===== src/rtl/stepper_pkg.sv =====
// Shared definitions for the multi-channel stepper controller: register map,
// CTRL/STATUS bit positions, channel FSM encoding and the STATUS packer.
package stepper_pkg;

  localparam logic [1:0] REG_CTRL   = 2'd0;
  localparam logic [1:0] REG_STEPS  = 2'd1;
  localparam logic [1:0] REG_PERIOD = 2'd2;
  localparam logic [1:0] REG_HIGH   = 2'd3;

  localparam int CTRL_DIR    = 0;
  localparam int CTRL_START  = 1;
  localparam int CTRL_ABORT  = 2;
  localparam int CTRL_DONE   = 3;
  localparam int CTRL_IRQ_EN = 4;

  typedef enum logic [1:0] {
    ST_IDLE  = 2'd0,
    ST_SETUP = 2'd1,
    ST_HIGH  = 2'd2,
    ST_LOW   = 2'd3
  } step_state_t;

  function automatic logic [31:0] pack_status(input logic [15:0] rem, input logic irq_en,
                                              input logic done, input logic busy,
                                              input logic dir);
    return {rem, 11'd0, irq_en, done, 1'b0, busy, dir};
  endfunction

endpackage


===== src/rtl/stepper_channel.sv =====
// One stepper channel: config registers, latched working copies and the
// IDLE/SETUP/HIGH/LOW pulse FSM. Bit 4 of CTRL exists only with STEPPER_IRQ_EN.
module stepper_channel
  import stepper_pkg::*;
#(
  parameter int CNT_W     = 16,
  parameter int PER_W     = 16,
  parameter int DIR_SETUP = 50
) (
  input  logic        clk,
  input  logic        rst_n,
  input  logic        ctrl_wr,
  input  logic        steps_wr,
  input  logic        period_wr,
  input  logic        high_wr,
  input  logic [31:0] wdata,
  output logic        step,
  output logic        dir,
`ifdef STEPPER_IRQ_EN
  output logic        irq_pend,
`endif
  output logic [31:0] rd_status,
  output logic [31:0] rd_steps,
  output logic [31:0] rd_period,
  output logic [31:0] rd_high
);

  // The phase counter must also hold the direction setup time.
  localparam int SW = $clog2(DIR_SETUP + 1);
  localparam int TW = (PER_W > SW) ? PER_W : SW;

  step_state_t      state;
  logic             done;
  logic             irq_en;
  logic [CNT_W-1:0] steps_cfg;
  logic [CNT_W-1:0] remaining;
  logic [PER_W-1:0] period_cfg;
  logic [PER_W-1:0] high_cfg;
  logic [PER_W-1:0] high_w;
  logic [PER_W-1:0] low_w;
  logic [PER_W-1:0] per_e;
  logic [PER_W-1:0] high_e;
  logic [TW-1:0]    cnt;
  logic             abort_req;
  logic             start_req;
  logic             unused_bits;

  function automatic logic [PER_W-1:0] clamp_period(input logic [PER_W-1:0] p);
    return (p < PER_W'(2)) ? PER_W'(2) : p;
  endfunction

  function automatic logic [PER_W-1:0] clamp_high(input logic [PER_W-1:0] h,
                                                  input logic [PER_W-1:0] p);
    if (h == PER_W'(0)) return PER_W'(1);
    else if (h >= p) return p - PER_W'(1);
    else return h;
  endfunction

  assign per_e       = clamp_period(period_cfg);
  assign high_e      = clamp_high(high_cfg, per_e);
  assign abort_req   = ctrl_wr & wdata[CTRL_ABORT];
  assign start_req   = ctrl_wr & wdata[CTRL_START] & ~wdata[CTRL_ABORT];
  assign unused_bits = ^wdata;

`ifdef STEPPER_IRQ_EN
  assign irq_pend = done & irq_en;
`else
  assign irq_en = 1'b0;
`endif

  assign rd_status = pack_status(16'(remaining), irq_en, done, state != ST_IDLE, dir);
  assign rd_steps  = 32'(steps_cfg);
  assign rd_period = 32'(period_cfg);
  assign rd_high   = 32'(high_cfg);

  // Config registers and pulse FSM; step and dir are registered outputs.
  always_ff @(posedge clk or negedge rst_n) begin
    if (!rst_n) begin
      state      <= ST_IDLE;
      step       <= 1'b0;
      dir        <= 1'b0;
      done       <= 1'b0;
      steps_cfg  <= '0;
      period_cfg <= '0;
      high_cfg   <= '0;
      remaining  <= '0;
      high_w     <= '0;
      low_w      <= '0;
      cnt        <= '0;
`ifdef STEPPER_IRQ_EN
      irq_en     <= 1'b0;
`endif
    end else begin
      if (steps_wr)  steps_cfg  <= wdata[CNT_W-1:0];
      if (period_wr) period_cfg <= wdata[PER_W-1:0];
      if (high_wr)   high_cfg   <= wdata[PER_W-1:0];
`ifdef STEPPER_IRQ_EN
      if (ctrl_wr)   irq_en     <= wdata[CTRL_IRQ_EN];
`endif
      if (ctrl_wr && wdata[CTRL_DONE]) done <= 1'b0;

      if (abort_req && state != ST_IDLE) begin
        step  <= 1'b0;
        state <= ST_IDLE;
        done  <= 1'b1;
      end else begin
        case (state)
          ST_IDLE: begin
            step <= 1'b0;
            if (ctrl_wr) dir <= wdata[CTRL_DIR];
            if (start_req) begin
              remaining <= steps_cfg;
              high_w    <= high_e;
              low_w     <= per_e - high_e;
              if (steps_cfg == CNT_W'(0)) begin
                done <= 1'b1;
              end else if (DIR_SETUP == 0) begin
                done  <= 1'b0;
                state <= ST_HIGH;
                step  <= 1'b1;
                cnt   <= TW'(high_e - PER_W'(1));
              end else begin
                done  <= 1'b0;
                state <= ST_SETUP;
                cnt   <= TW'(DIR_SETUP - 1);
              end
            end
          end
          ST_SETUP: begin
            if (cnt == TW'(0)) begin
              state <= ST_HIGH;
              step  <= 1'b1;
              cnt   <= TW'(high_w - PER_W'(1));
            end else begin
              cnt <= cnt - TW'(1);
            end
          end
          ST_HIGH: begin
            if (cnt == TW'(0)) begin
              state <= ST_LOW;
              step  <= 1'b0;
              cnt   <= TW'(low_w - PER_W'(1));
            end else begin
              cnt <= cnt - TW'(1);
            end
          end
          ST_LOW: begin
            if (cnt == TW'(0)) begin
              remaining <= remaining - CNT_W'(1);
              if (remaining == CNT_W'(1)) begin
                state <= ST_IDLE;
                done  <= 1'b1;
              end else begin
                state <= ST_HIGH;
                step  <= 1'b1;
                cnt   <= TW'(high_w - PER_W'(1));
              end
            end else begin
              cnt <= cnt - TW'(1);
            end
          end
          default: begin
            state <= ST_IDLE;
            step  <= 1'b0;
          end
        endcase
      end
    end
  end

endmodule


===== src/rtl/stepper_multi_ctrl.sv =====
// APB3 front end for NUM_CH stepper channels; PADDR[7:4] picks the channel.
// Optional STEPPER_IRQ_EN adds a registered irq output and per-channel enable.
module stepper_multi_ctrl
  import stepper_pkg::*;
#(
  parameter int NUM_CH    = 2,
  parameter int CNT_W     = 16,
  parameter int PER_W     = 16,
  parameter int DIR_SETUP = 50
) (
  input  logic              PCLK,
  input  logic              PRESERN,
  input  logic              PSEL,
  input  logic              PENABLE,
  input  logic              PWRITE,
  input  logic [31:0]       PADDR,
  input  logic [31:0]       PWDATA,
  output logic [31:0]       PRDATA,
  output logic              PREADY,
  output logic              PSLVERR,
  output logic [NUM_CH-1:0] step,
  output logic [NUM_CH-1:0] dir
`ifdef STEPPER_IRQ_EN
  ,
  output logic              irq
`endif
);

  logic [3:0]             ch;
  logic [1:0]             rsel;
  logic                   wr;
  logic                   unused_addr;
  logic [NUM_CH-1:0][31:0] rd_masked;
`ifdef STEPPER_IRQ_EN
  logic [NUM_CH-1:0]      irq_pend;
`endif

  assign ch          = PADDR[7:4];
  assign rsel        = PADDR[3:2];
  assign wr          = PSEL & PENABLE & PWRITE;
  assign PREADY      = 1'b1;
  assign PSLVERR     = 1'b0;
  assign unused_addr = ^{PADDR[31:8], PADDR[1:0]};

  for (genvar i = 0; i < NUM_CH; i++) begin : g_ch
    logic        hit;
    logic [31:0] rd_status;
    logic [31:0] rd_steps;
    logic [31:0] rd_period;
    logic [31:0] rd_high;
    logic [31:0] rd_word;

    assign hit = wr && (ch == 4'(i));

    stepper_channel #(
      .CNT_W     (CNT_W),
      .PER_W     (PER_W),
      .DIR_SETUP (DIR_SETUP)
    ) u_channel (
      .clk       (PCLK),
      .rst_n     (PRESERN),
      .ctrl_wr   (hit && rsel == REG_CTRL),
      .steps_wr  (hit && rsel == REG_STEPS),
      .period_wr (hit && rsel == REG_PERIOD),
      .high_wr   (hit && rsel == REG_HIGH),
      .wdata     (PWDATA),
      .step      (step[i]),
      .dir       (dir[i]),
`ifdef STEPPER_IRQ_EN
      .irq_pend  (irq_pend[i]),
`endif
      .rd_status (rd_status),
      .rd_steps  (rd_steps),
      .rd_period (rd_period),
      .rd_high   (rd_high)
    );

    // Register select within this channel.
    always_comb begin
      case (rsel)
        REG_CTRL:   rd_word = rd_status;
        REG_STEPS:  rd_word = rd_steps;
        REG_PERIOD: rd_word = rd_period;
        REG_HIGH:   rd_word = rd_high;
        default:    rd_word = 32'd0;
      endcase
    end

    assign rd_masked[i] = (ch == 4'(i)) ? rd_word : 32'd0;
  end

  // Out-of-range channels contribute nothing, so they read as zero.
  always_comb begin
    PRDATA = 32'd0;
    for (int i = 0; i < NUM_CH; i++) begin
      PRDATA = PRDATA | rd_masked[i];
    end
  end

`ifdef STEPPER_IRQ_EN
  // Registered interrupt: any channel with done and its enable set.
  always_ff @(posedge PCLK or negedge PRESERN) begin
    if (!PRESERN) begin
      irq <= 1'b0;
    end else begin
      irq <= |irq_pend;
    end
  end
`endif

endmodule


===== config.mk =====
export PLATFORM = sky130hd
export DESIGN_NAME = stepper_multi_ctrl
export DESIGN_NICKNAME = d
export VERILOG_FILES = /design/src/rtl/stepper_pkg.sv /design/src/rtl/stepper_channel.sv /design/src/rtl/stepper_multi_ctrl.sv
export SDC_FILE = /design/constraint.sdc
export NUM_CORES = 1
export LEC_CHECK = 0
export ABC_AREA = 1
export BUFFER_PORTS_ARGS = -buffer_cell sky130_fd_sc_hd__buf_4
export CAP_MARGIN = 15
export CORE_MARGIN = 2
export CORE_UTILIZATION = 35
export DETAILED_ROUTE_END_ITERATION = 16
export PLACE_DENSITY = 0.51
export SLEW_MARGIN = 0
export SYNTH_ARGS = -nofsm -noshare
export SYNTH_HDL_FRONTEND = slang
export SYNTH_SLANG_ARGS = --single-unit

===== constraint.sdc =====
create_clock -name PCLK -period 11.27 [get_ports PCLK]
set_input_delay 2.254 -clock PCLK [delete_from_list [all_inputs] [get_ports PCLK]]
set_output_delay 2.254 -clock PCLK [all_outputs]
set_load 0.02 [all_outputs]

Yosys cells after proc, flatten, opt, wreduce, memory -nomap -nowiden
Index checks and enable logic that the tools add are counted.
{"block": "classes", "n_addsub": 12, "n_lt_le_gt_ge": 4, "n_eq_ne": 32, "mux": 72, "n_bitwise": 12, "reduce_logical": 40}
{"cell": "16-bit two-way mux", "count": 22}
{"cell": "32-bit case mux with 4 select lines", "count": 2}
{"cell": "16-bit by 1-bit subtractor with 16-bit output, second input constant", "count": 10}
{"cell": "16-bit case mux with 4 select lines", "count": 2}
{"cell": "16-bit logical NOT", "count": 6}
{"cell": "32-bit two-way mux", "count": 2}
{"cell": "16-bit case mux with 2 select lines", "count": 2}
{"cell": "16-bit by 1-bit equality test with 1-bit output, second input constant", "count": 2}
{"cell": "16-bit >= comparator", "count": 2}
{"cell": "16-bit by 2-bit < comparator with 1-bit output, second input constant", "count": 2}
{"cell": "32-bit bitwise OR", "count": 1}
{"cell": "16-bit subtractor", "count": 2}
{"cell": "2-bit two-way mux", "count": 14}
{"cell": "3-bit by 1-bit != test with 1-bit output, second input constant", "count": 8}
{"cell": "4-bit AND reduction", "count": 6}
{"cell": "1-bit two-way mux", "count": 22}
{"cell": "2-bit case mux with 4 select lines", "count": 2}
{"cell": "1-bit logical AND", "count": 14}
{"cell": "2-bit equality test, second input constant", "count": 6}
{"cell": "3-bit by 2-bit != test with 1-bit output, second input constant", "count": 4}
{"cell": "3-bit AND reduction", "count": 4}
{"cell": "5-bit AND reduction", "count": 2}
{"cell": "1-bit AND", "count": 8}
{"cell": "2-bit by 1-bit != test with 1-bit output, second input constant", "count": 4}
{"cell": "10 further kinds", "count": 23}
{"block": "totals", "ff_bits": 234, "in_bits": 69, "out_inout_bits": 38, "elab_cells": 194}

Logic depth before layout (Yosys ltp)
Gate-level depths: netlist of the first run.
{"block": "logic_depth", "word_depth": 10, "ltp_mapped": 34, "mapped_depth_nobuf": 32}

Modules after synthesis
A second synthesis of the first run with hierarchy kept.
{"block": "unflattened", "hier_cells": 2939, "area_unflattened_um2": 19750.2}
{"mod": "stepper_channel (g_ch[0].u_channel)", "n_inst": 1, "cells_each": 1208, "area_each_um2": 8674.6}
{"mod": "stepper_channel (g_ch[1].u_channel)", "n_inst": 1, "cells_each": 1176, "area_each_um2": 8531.9}
{"mod": "stepper_multi_ctrl", "n_inst": 1, "cells_each": 555, "area_each_um2": 2543.7}

Worst setup path before layout of the first run
No wires, ideal clock.
{"block": "synth_path", "kind": "input port to output port", "startpoint": "in PADDR[3]", "endpoint": "out PRDATA[14]", "t_arrival_ps": 3500, "slack_ps": 5516, "path_stages": 7, "n_path_buf": 1, "path_cell_list": "inv_1 -> nor2_2 -> clkinv_1 -> clkbuf_1 -> o22ai_1 -> a21oi_1 -> o22ai_1"}
{"block": "synth_between", "elab_chain_cells": 4, "word_cells_on_any_way": 9, "classes_between": "3 x eq/ne; 4 x mux; 1 x bitwise; 1 x reduce/logical"}
{"item": "start: declaration", "line": "stepper_multi_ctrl.sv:16", "text": "input logic [31:0] PADDR,"}
{"item": "2-bit equality test, or another cell as far along", "line": "stepper_multi_ctrl.sv:80", "text": "case (rsel)"}
{"item": "32-bit case mux with 4 select lines", "line": "stepper_multi_ctrl.sv:80"}
{"item": "32-bit two-way mux", "line": "stepper_multi_ctrl.sv:89", "text": "assign rd_masked[i] = (ch == 4'(i)) ? rd_word : 32'd0;"}
{"item": "32-bit bitwise OR *", "line": "stepper_multi_ctrl.sv:96", "text": "PRDATA = PRDATA | rd_masked[i];"}
{"item": "end: declaration", "line": "stepper_multi_ctrl.sv:18", "text": "output logic [31:0] PRDATA,"}
Every way passes the cells marked *; elsewhere a longest branch is shown, timed or not.

Final worst setup path of the first run
Ends and elaborated chain as after synthesis.

==> results of run 1 <==
## worst min-delay path: cells and delay by family, from the launching register on
kind / cells / cell delay, ns
AOI/OAI and AO/OA: 1 / 0.06
DFF: 1 / 0.34
and+or+nand+nor: 1 / 0.05
## final timing paths
kind                                                      start                               to  slack [ns]  depth (start not counted)
worst max-delay path                                   PADDR[3]                       PRDATA[14]        4.35                          8
worst min-delay path                 g_ch[0].u_channel.low_w[0]       g_ch[0].u_channel.low_w[0]        0.49                          2
worst max register to register  g_ch[1].u_channel.period_cfg[9]      g_ch[1].u_channel.low_w[14]        5.96                         30
worst min register to register       g_ch[0].u_channel.low_w[0]       g_ch[0].u_channel.low_w[0]        0.49                          2
max in group asynchronous                               PRESERN  g_ch[0].u_channel.period_cfg[3]        7.96                          2
min in group asynchronous                               PRESERN   g_ch[0].u_channel.remaining[0]        1.65                          1
## kinds of logic after synthesis
family                   Yosys count  synth area share
other                              2          0.000444
XOR/XNOR                          76            0.0394
adder cells (fa/ha/maj)           89            0.0668
AO/OA/AOI/OAI                    583             0.193
buffers and inverters            415            0.0976
AND/OR/NAND/NOR                 1005             0.257
flip-flops                       234             0.346
## where the power goes
group / switching, µW / leakage [µW] / internal [µW]
Sequential: 133 / 0.00315 / 964
Clock: 409 / 0.000538 / 647
Combinational: 1410 / 0.00517 / 671
## synthesized netlist by cell type, drive strengths merged
cell / instances / area (µm²)
xor2: 45 / 394
a21oi: 117 / 589
o2111ai: 2 / 17.5
a31oi: 10 / 68.8
a22oi: 5 / 42.5
nor4: 6 / 37.5
clkinv: 6 / 28.8
a21o: 4 / 30.0
o311ai: 1 / 8.76
o21a: 3 / 22.5
conb: 2 / 7.51
o211ai: 34 / 255
fa: 2 / 40.0
and2: 1 / 6.26
nor3b: 2 / 15.0
o22a: 1 / 8.76
a22o: 1 / 8.76
or2: 7 / 43.8
o31ai: 5 / 37.5
nor3: 44 / 248
a221oi: 6 / 52.6
inv: 302 / 1130
clkbuf: 79 / 299
buf: 28 / 189
o221ai: 14 / 123
ha: 87 / 1090
nand2: 562 / 2120
nand3: 129 / 681
o21ai: 313 / 1570
nand2b: 1 / 6.26
o22ai: 63 / 394
nand4: 38 / 268
or3: 1 / 6.26
a21boi: 4 / 30.0
nor2: 206 / 846
dfrtp: 234 / 5860
xnor2: 31 / 272
nand3b: 8 / 60.1
## per-stage QoR
stage | worst slack (ns) | std cells | area, µm²
global placement | 4.49 | 2981 | 17700
CTS | 4.50 | 3035 | 18800
floorplan | 5.52 | 2404 | 16900
finish | 4.35 | 3035 | 18800
detailed placement | 4.51 | 2981 | 17700
global route | 4.26 | 3035 | 18800
## final cells by class
class,count,area (µm²)
multi-input combinational,1755,9400
fill,4979,29000
clock buffer,36,845
clock inverter,18,236
timing repair buffer,69,526
tap,615,769
sequential,234,5860
inverter,308,1160
## metal layers
layer / part of all wire / routed length [µm] / up-vias / global-route usage
met2: 0.45 / 25300 / 451 / 0.359
met3: 0.053 / 3000 / 88 / 0.0226
met4: 0.030 / 1670 / 0 / 0.0673
met5: 0 / 0 / - / 0
li1: - / - / 8005 / -
met1: 0.47 / 26500 / 7601 / 0.318
## state kept, by name, summed over array words and instances (netlist names)
register and cells:
g_ch.u_channel.state 4, g_ch.u_channel.steps_cfg 32, g_ch.u_channel.dir 2, g_ch.u_channel.low_w 32, g_ch.u_channel.remaining 32, g_ch.u_channel.high_cfg 32, g_ch.u_channel.step 2, g_ch.u_channel.done 2
g_ch.u_channel.high_w 32, g_ch.u_channel.cnt 32, g_ch.u_channel.period_cfg 32
==> results.tsv, run 1 <==
stage	metric	value	unit
floorplan	Die ar.	0.0501	mm²
routing	Vias/cell	5.32	
cells_and_area	Nets	2556	
clock_network	clock-pin slew on the worst setup and hold paths	0.05	ns
clock_network	CTS Hold Bufs	0	
floorplan	Initial Util	0.354	
setup_path	CP Cell Sequence	buf_4 > inv_1 > nor2_2 > clkinv_1 > o22ai_1 > a21oi_1 > o22ai_1 > buf_4	
setup_path	largest fanout on the critical path	18	
synth	syn nets	2562	
sta	Slew HR	0.283	
global_route	total track usage	0.223	
floorplan	Die H	224	µm
setup_path	crit path DAT	4.67	ns
sta	period utilization	0.614	
floorplan	row count	80	
routing	DR iter-0 viols	1240	
clock_network	number of buffers created by CTS	30	
placed_design	HPWL Detailed	43.2	mm
placed_design	# port buffers	62	
routing	routed length per instance	18.6	µm
floorplan	total core area	0.0477	mm²
routing	# DRC	0	
placed_design	Placer Congestion	0.921	
sta	final setup violating endpoints	0	
clock_network	clk buf depth	3	
sta	setup TNS	0	ns
global_route	first-pass GRT wire length	87.8	mm
setup_path	WP buf/inv	4	
power_and_ir_drop	Leak	0.00886	µW
clock_network	Clock Latency Late Sink	0.59	ns
clock_network	cts repair resizes	0	
sta	final hold vios	0	
setup_path	Critical Path RT	9.02	ns
floorplan	Ports	107	
cells_and_area	antenna cell count	0	
setup_path	CP endpoint kind	output pin	
clock_network	Root Driver	clkbuf_16	
synth	Synth cell types	59	
hold_path	Hold/Removal Path Class	reg -> reg	
clock_network	CTS tree	built	
synth	Syn Inst Count	2404	
cells_and_area	Util after Layout	0.394	
clock_network	H-tree depth	1	
synth	Yosys warning count	0	
global_route	vias in the first global route	15070	
global_route	initial antenna violation count	1	
power_and_ir_drop	IR Drop Worst-Case VDD	0.136	mV
synth	sequential area share after synthesis	0.346	
setup_path	critical path type	in -> out	
power_and_ir_drop	total power	4230	µW
routing	antenna-violating nets left	0	
cells_and_area	commonest non-fill, non-tap cell in the layout	nand2_1	
setup_path	CP max stage delay	0.71	ns
cells_and_area	area grow syn2layout	11.2	%
sta	Tmin final	6.92	ns
synth	flops & latches, synth	234	
sta	RSZ-0062 raised after global routing	no	
synth	area of the mapped netlist	0.0169	mm²
synth	Syn Area/Cell	7.03	µm²
setup_path	element type at the critical path start	input port	
global_route	gr ovfl total	0	
setup_path	family with the most delay on the worst path	buffers and inverters	
routing	Pre-antenna DRT Iters	6	
sta	hold_ws	0.490	ns
status	outcome	finished, final reports clean	
routing	final WL	56.5	mm
sta	Worst Tran Pin Value	1.07	ns
routing	DR vias	16145	
global_route	maximum number of pins on one net before global-route repair	101	
sta	max frequency	144	MHz
job	Max-Cap Viols	0	
clock_network	setup bufs post-CTS	0	
clock_network	CTS Sinks	234	
setup_path	CP max-delay cell	clkinv_1	
sta	Slew Limit Fails	0	
power_and_ir_drop	pwr dens	225	mW/mm²
floorplan	Die Width	224	µm
cells_and_area	share of cells above drive strength 1	0.0731	
cells_and_area	commonest cells after routing, fill and taps aside	nand2_1, o21ai_0, inv_1	
sta	final clock skew	0.0211	ns
No activity file was read; power rests on OpenSTA's default activity.
==> run 2, diff against run 1 <==
clock period = 6.7 ns   (was 11.27 ns; I/O delays follow)
==> results.tsv, run 2 (same netlist as run 1, synthesis figures left out) <==
stage	metric	value	unit	change
floorplan	total core area	0.0477	mm²	unchanged
hold_path	Hold/Removal Path Class	reg -> reg		
clock_network	CTS tree	built		
setup_path	CP endpoint kind	flip-flop		
sta	final clock skew	0.0350	ns	+0.0139 ns
setup_path	cells on worst reg2reg path	29		-3.3%
cells_and_area	commonest non-fill, non-tap cell in the layout	nand2_1		
global_route	maximum number of pins on one net before global-route repair	158		+56%
clock_network	Root Driver	clkbuf_16		
cells_and_area	share of cells above drive strength 1	0.0700		-0.00319
sta	period utilization	0.766		
cells_and_area	Nets	2553		-0.12%
clock_network	CTS Hold Bufs	0		unchanged
power_and_ir_drop	Internal	3650	µW	+60%
global_route	first-pass GRT wire length	86.5	mm	-1.4%
sta	final setup violating endpoints	0		unchanged
setup_path	launch point of the worst reg-to-reg path	g_ch[1].u_channel.period_cfg[8]		
global_route	gr ovfl total	0		unchanged
global_route	total track usage	0.219		-0.00486
routing	# DRC	0		unchanged
placed_design	# port buffers	62		unchanged
sta	Slew HR	0.264		-0.0184
setup_path	CP max-delay cell	nand3_1		
setup_path	critical path type	reg -> reg		
setup_path	most used cell, CP	nand2_1		
status	outcome	finished, final reports clean		
setup_path	Critical path origin	g_ch[1].u_channel.period_cfg[8]		
clock_network	H-tree depth	1		unchanged
setup_path	largest fanout on the critical path	30		+12
clock_network	setup bufs post-CTS	0		unchanged
job	Max-Cap Viols	0		unchanged
sta	RSZ-0062 raised after global routing	no		
power_and_ir_drop	IR Drop Worst-Case VDD	0.203	mV	+49%
placed_design	pre-CTS setup slack	1.67	ns	-2.84 ns
routing	Pre-antenna DRT Iters	5		-1
global_route	initial antenna violation count	0		-1
clock_network	Clock Latency Late Sink	0.58	ns	about the same
sta	Slew Limit Fails	0		unchanged
power_and_ir_drop	Flop pwr share	0.267		+0.008
routing	antenna-violating nets left	0		unchanged
power_and_ir_drop	Leak	0.00878	µW	-0.85%
clock_network	clk buf depth	3		unchanged
setup_path	crit path capture	g_ch[1].u_channel.low_w[14]		
sta	final hold vios	0		unchanged
global_route	vias in the first global route	15035		-0.23%
cells_and_area	fillers	5044		+1.3%
power_and_ir_drop	switching power	3230	µW	+65%
clock_network	number of buffers created by CTS	28		-6.7%
routing	Vias/cell	5.27		-0.96%
cells_and_area	commonest cells after routing, fill and taps aside	nand2_1, o21ai_0, inv_1		
clock_network	cts repair resizes	0		unchanged
cells_and_area	antenna cell count	0		unchanged
clock_network	clock-pin slew on the worst setup and hold paths	0.06	ns	about the same
routing	DR vias	15969		-1.1%
placed_design	Placer Congestion	0.947		+2.8%
placed_design	HPWL Detailed	42.1	mm	-2.6%
cells_and_area	Util after Layout	0.391		-0.00309
power_and_ir_drop	switch share	0.470		+0.00849
power_and_ir_drop	pwr dens	369	mW/mm²	+64%
floorplan	Initial Util	0.354		unchanged
sta	hold_ws	0.486	ns	-0.00349 ns
routing	DR iter-0 viols	1135		-8.5%
routing	routed length per instance	18.2	µm	-2.5%
clock_network	CTS Sinks	234		unchanged
sta	Worst Tran Pin Value	1.10	ns	+0.0270 ns
setup_path	Critical Path RT	7.14	ns	-1.88 ns
power_and_ir_drop	clock share of power	0.225		-0.024
sta	Final WS setup	1.57	ns	-2.78 ns
setup_path	CP max stage delay	0.72	ns	about the same
sta	max frequency	195	MHz	
setup_path	RR Endpoint	g_ch[1].u_channel.low_w[14]		
sta	Tmin final	5.13	ns	
floorplan	Die Width	224	µm	unchanged
routing	final WL	55.0	mm	-2.6%
setup_path	R2R setup slack	1.57	ns	-4.39 ns
setup_path	element type at the critical path start	flip-flop		
cells_and_area	area grow syn2layout	10.3	%	
setup_path	crit path DAT	5.57	ns	+0.90 ns
floorplan	Ports	107		unchanged
power_and_ir_drop	logic gate share of total power	0.508		+0.017
floorplan	row count	80		unchanged
floorplan	Die H	224	µm	unchanged
sta	setup TNS	0	ns	unchanged
floorplan	Die ar.	0.0501	mm²	unchanged
run 2: layout make-up:
type	instances	area, µm²	area share
Multi-Input combinational cell	1755	9400	0.504
Sequential cell	234	5860	0.314
Clock buffer	41	840	0.0450
Clock inverter	10	88.8	0.00476
Inverter	308	1160	0.0623
Tap cell	615	769	0.0413
Timing Repair Buffer	68	531	0.0285
run 2: stage by stage:
step	instances	cell area, µm²	power [µW]
after floorplan	2404	16900	4460
after global placement	2980	17700	5280
after detailed placement	2980	17700	5310
after CTS	3031	18600	6900
after global routing	3031	18600	7480
final	3031	18600	6880
run 2: how the worst min path moves through the flow:
stage	start	endpoint	cells past startpoint
floorplan	g_ch[0].u_channel.high_w[1]	g_ch[0].u_channel.high_w[1]	2
global placement	g_ch[0].u_channel.steps_cfg[10]	g_ch[0].u_channel.steps_cfg[10]	2
detailed placement	g_ch[0].u_channel.steps_cfg[10]	g_ch[0].u_channel.steps_cfg[10]	2
CTS	g_ch[0].u_channel.steps_cfg[10]	g_ch[0].u_channel.steps_cfg[10]	2
global route	g_ch[0].u_channel.step	g_ch[0].u_channel.step	2
finish	g_ch[0].u_channel.steps_cfg[10]	g_ch[0].u_channel.steps_cfg[10]	2
run 2: metal layers:
layer	track usage	routed length (µm)	up-vias
li1	-	-	7966
met1	0.318	26600	7488
met4	0.0555	1350	0
met2	0.348	24500	433
met5	0	0	-
met3	0.0212	2590	82
run 2: power groups by stage:
stage	logic, µW	clock network (µW)	registers, µW
after global routing	3980	1640	1860
after floorplan	2680	0	1780
final	3500	1540	1840
after CTS	3480	1580	1830
after detailed placement	3460	0	1850
after global placement	3430	0	1850
run 2: critical path: cells and delay by family (launching register included):
family	cells	cell delay [ns]
and+or+nand+nor	22	2.64
adders and majority gates	2	0.77
AOI/OAI and AO/OA	2	0.77
DFF	1	0.57
buffers and inverters	3	0.24
==> run 3, diff against run 2 <==
clock period = 4.82 ns   (was 6.7 ns; I/O delays follow)
==> results.tsv, run 3 (same netlist as run 1, synthesis figures left out) <==
stage	metric	value	unit	change
routing	DR iter-0 viols	1188		+4.7%
sta	period utilization	0.913		+0.147
cells_and_area	share of cells above drive strength 1	0.0811		+0.0112
global_route	vias in the first global route	15267		+1.5%
floorplan	Die ar.	0.0501	mm²	unchanged
clock_network	setup bufs post-CTS	0		unchanged
routing	final WL	55.8	mm	+1.5%
floorplan	Die H	224	µm	unchanged
cells_and_area	antenna cell count	0		unchanged
placed_design	# port buffers	62		unchanged
setup_path	crit path DAT	4.86	ns	-0.71 ns
setup_path	Critical Path RT	5.28	ns	-1.86 ns
global_route	gr ovfl total	0		unchanged
floorplan	Initial Util	0.354		unchanged
sta	Final WS setup	0.421	ns	-1.15 ns
sta	max frequency	227	MHz	+17%
cells_and_area	area grow syn2layout	12.3	%	
setup_path	family with the most delay on the worst path	simple AND/OR/NAND/NOR gates		
clock_network	CTS tree	built		
sta	final hold vios	0		unchanged
cells_and_area	Nets	2577		+0.94%
clock_network	CTS Hold Bufs	0		unchanged
cells_and_area	fillers	4990		-1.1%
global_route	first-pass GRT wire length	86.8	mm	+0.26%
setup_path	CP endpoint kind	flip-flop		
clock_network	Root Driver	clkbuf_16		
global_route	maximum number of pins on one net before global-route repair	110		-30%
floorplan	Ports	107		unchanged
setup_path	CP max-delay cell	dfrtp_1		
floorplan	Die Width	224	µm	unchanged
sta	Tmin final	4.40	ns	-0.733 ns
setup_path	largest fanout on the critical path	30		unchanged
placed_design	pre-CTS setup slack	0.348	ns	-1.32 ns
routing	DR vias	16038		+0.43%
routing	routed length per instance	18.3	µm	+0.62%
power_and_ir_drop	Leak	0.00897	µW	+2.1%
setup_path	critical path type	reg -> reg		
status	outcome	finished, final reports clean		
cells_and_area	commonest non-fill, non-tap cell in the layout	nand2_1		
routing	Pre-antenna DRT Iters	5		unchanged
sta	final setup violating endpoints	0		unchanged
sta	Slew HR	0.229		-0.0351
job	Max-Cap Viols	0		unchanged
clock_network	Clock Latency Late Sink	0.59	ns	about the same
clock_network	cts repair resizes	0		unchanged
sta	RSZ-0062 raised after global routing	no		
power_and_ir_drop	IR Drop Worst-Case VDD	0.354	mV	+74%
sta	hold_ws	0.390	ns	-0.0965 ns
setup_path	WP buf/inv	4		+1
routing	antenna-violating nets left	0		unchanged
cells_and_area	commonest cells after routing, fill and taps aside	nand2_1, o21ai_0, inv_1		
placed_design	Placer Congestion	0.912		-3.7%
sta	final clock skew	0.0336	ns	-0.00139 ns
setup_path	most used cell, CP	nand2_1		
clock_network	H-tree depth	1		unchanged
global_route	total track usage	0.221		+0.00270
power_and_ir_drop	pwr dens	521	mW/mm²	+41%
clock_network	CTS Sinks	234		unchanged
placed_design	HPWL Detailed	43.1	mm	+2.5%
global_route	initial antenna violation count	0		unchanged
setup_path	element type at the critical path start	flip-flop		
hold_path	Hold/Removal Path Class	in -> async		
clock_network	clock-pin slew on the worst setup and hold paths	0.06	ns	about the same
routing	Vias/cell	5.25		-0.39%
setup_path	CP max stage delay	0.45	ns	-0.27 ns
sta	setup TNS	0	ns	unchanged
sta	Worst Tran Pin Value	1.15	ns	+0.0525 ns
floorplan	row count	80		unchanged
floorplan	total core area	0.0477	mm²	unchanged
clock_network	number of buffers created by CTS	30		+7.1%
clock_network	clk buf depth	3		unchanged
sta	Slew Limit Fails	0		unchanged
routing	# DRC	0		unchanged
==> run 3: cell type report <==
| cell class | instances | area, µm² | share of cell area |
|---|---|---|---|
| Clock buffer | 43 | 900 | 0.0474 |
| Tap cell | 615 | 769 | 0.0405 |
| Timing Repair Buffer | 90 | 708 | 0.0373 |
| Sequential cell | 234 | 5860 | 0.309 |
| Multi-Input combinational cell | 1755 | 9410 | 0.496 |
| Inverter | 308 | 1160 | 0.0612 |
| Clock inverter | 11 | 173 | 0.00910 |
==> run 3: final timing paths <==
path	endpoint	depth (start not counted)	startpoint	slack, ns
setup / recovery	g_ch[1].u_channel.low_w[14]	28	g_ch[1].u_channel.period_cfg[11]	0.42
min in group PCLK	g_ch[1].u_channel.high_cfg[0]	2	g_ch[1].u_channel.high_cfg[0]	0.48
hold reg to reg	g_ch[1].u_channel.high_cfg[0]	2	g_ch[1].u_channel.high_cfg[0]	0.48
max in group asynchronous	g_ch[1].u_channel.low_w[1]	2	PRESERN	3.35
setup reg to reg	g_ch[1].u_channel.low_w[14]	28	g_ch[1].u_channel.period_cfg[11]	0.42
hold / removal	g_ch[0].u_channel.remaining[12]	1	PRESERN	0.39
==> run 3: metrics by stage <==
stage	total power, µW	utilization	instances	area (µm²)
2_1_floorplan	6200	-	2404	16900
3_3_place_gp	7400	0.375	3002	17900
3_5_place_dp	7450	0.375	3002	17900
4_1_cts	9940	0.397	3056	19000
5_1_grt	10700	0.398	3056	19000
6_report	9890	0.398	3056	19000
==> run 3: per-layer routing <==
layer,GRT usage,wire length [µm],up-vias
li1,-,-,8026
met2,0.357,25000,383
met1,0.313,26700,7548
met4,0.0684,1670,0
met5,0,0,-
met3,0.0218,2450,81
==> run 3: power by group <==
| part | switching, µW | internal (µW) |
|---|---|---|
| Sequential | 305 | 2250 |
| Clock | 928 | 1500 |
| Combinational | 3290 | 1610 |
| Total | 4520 | 5370 |
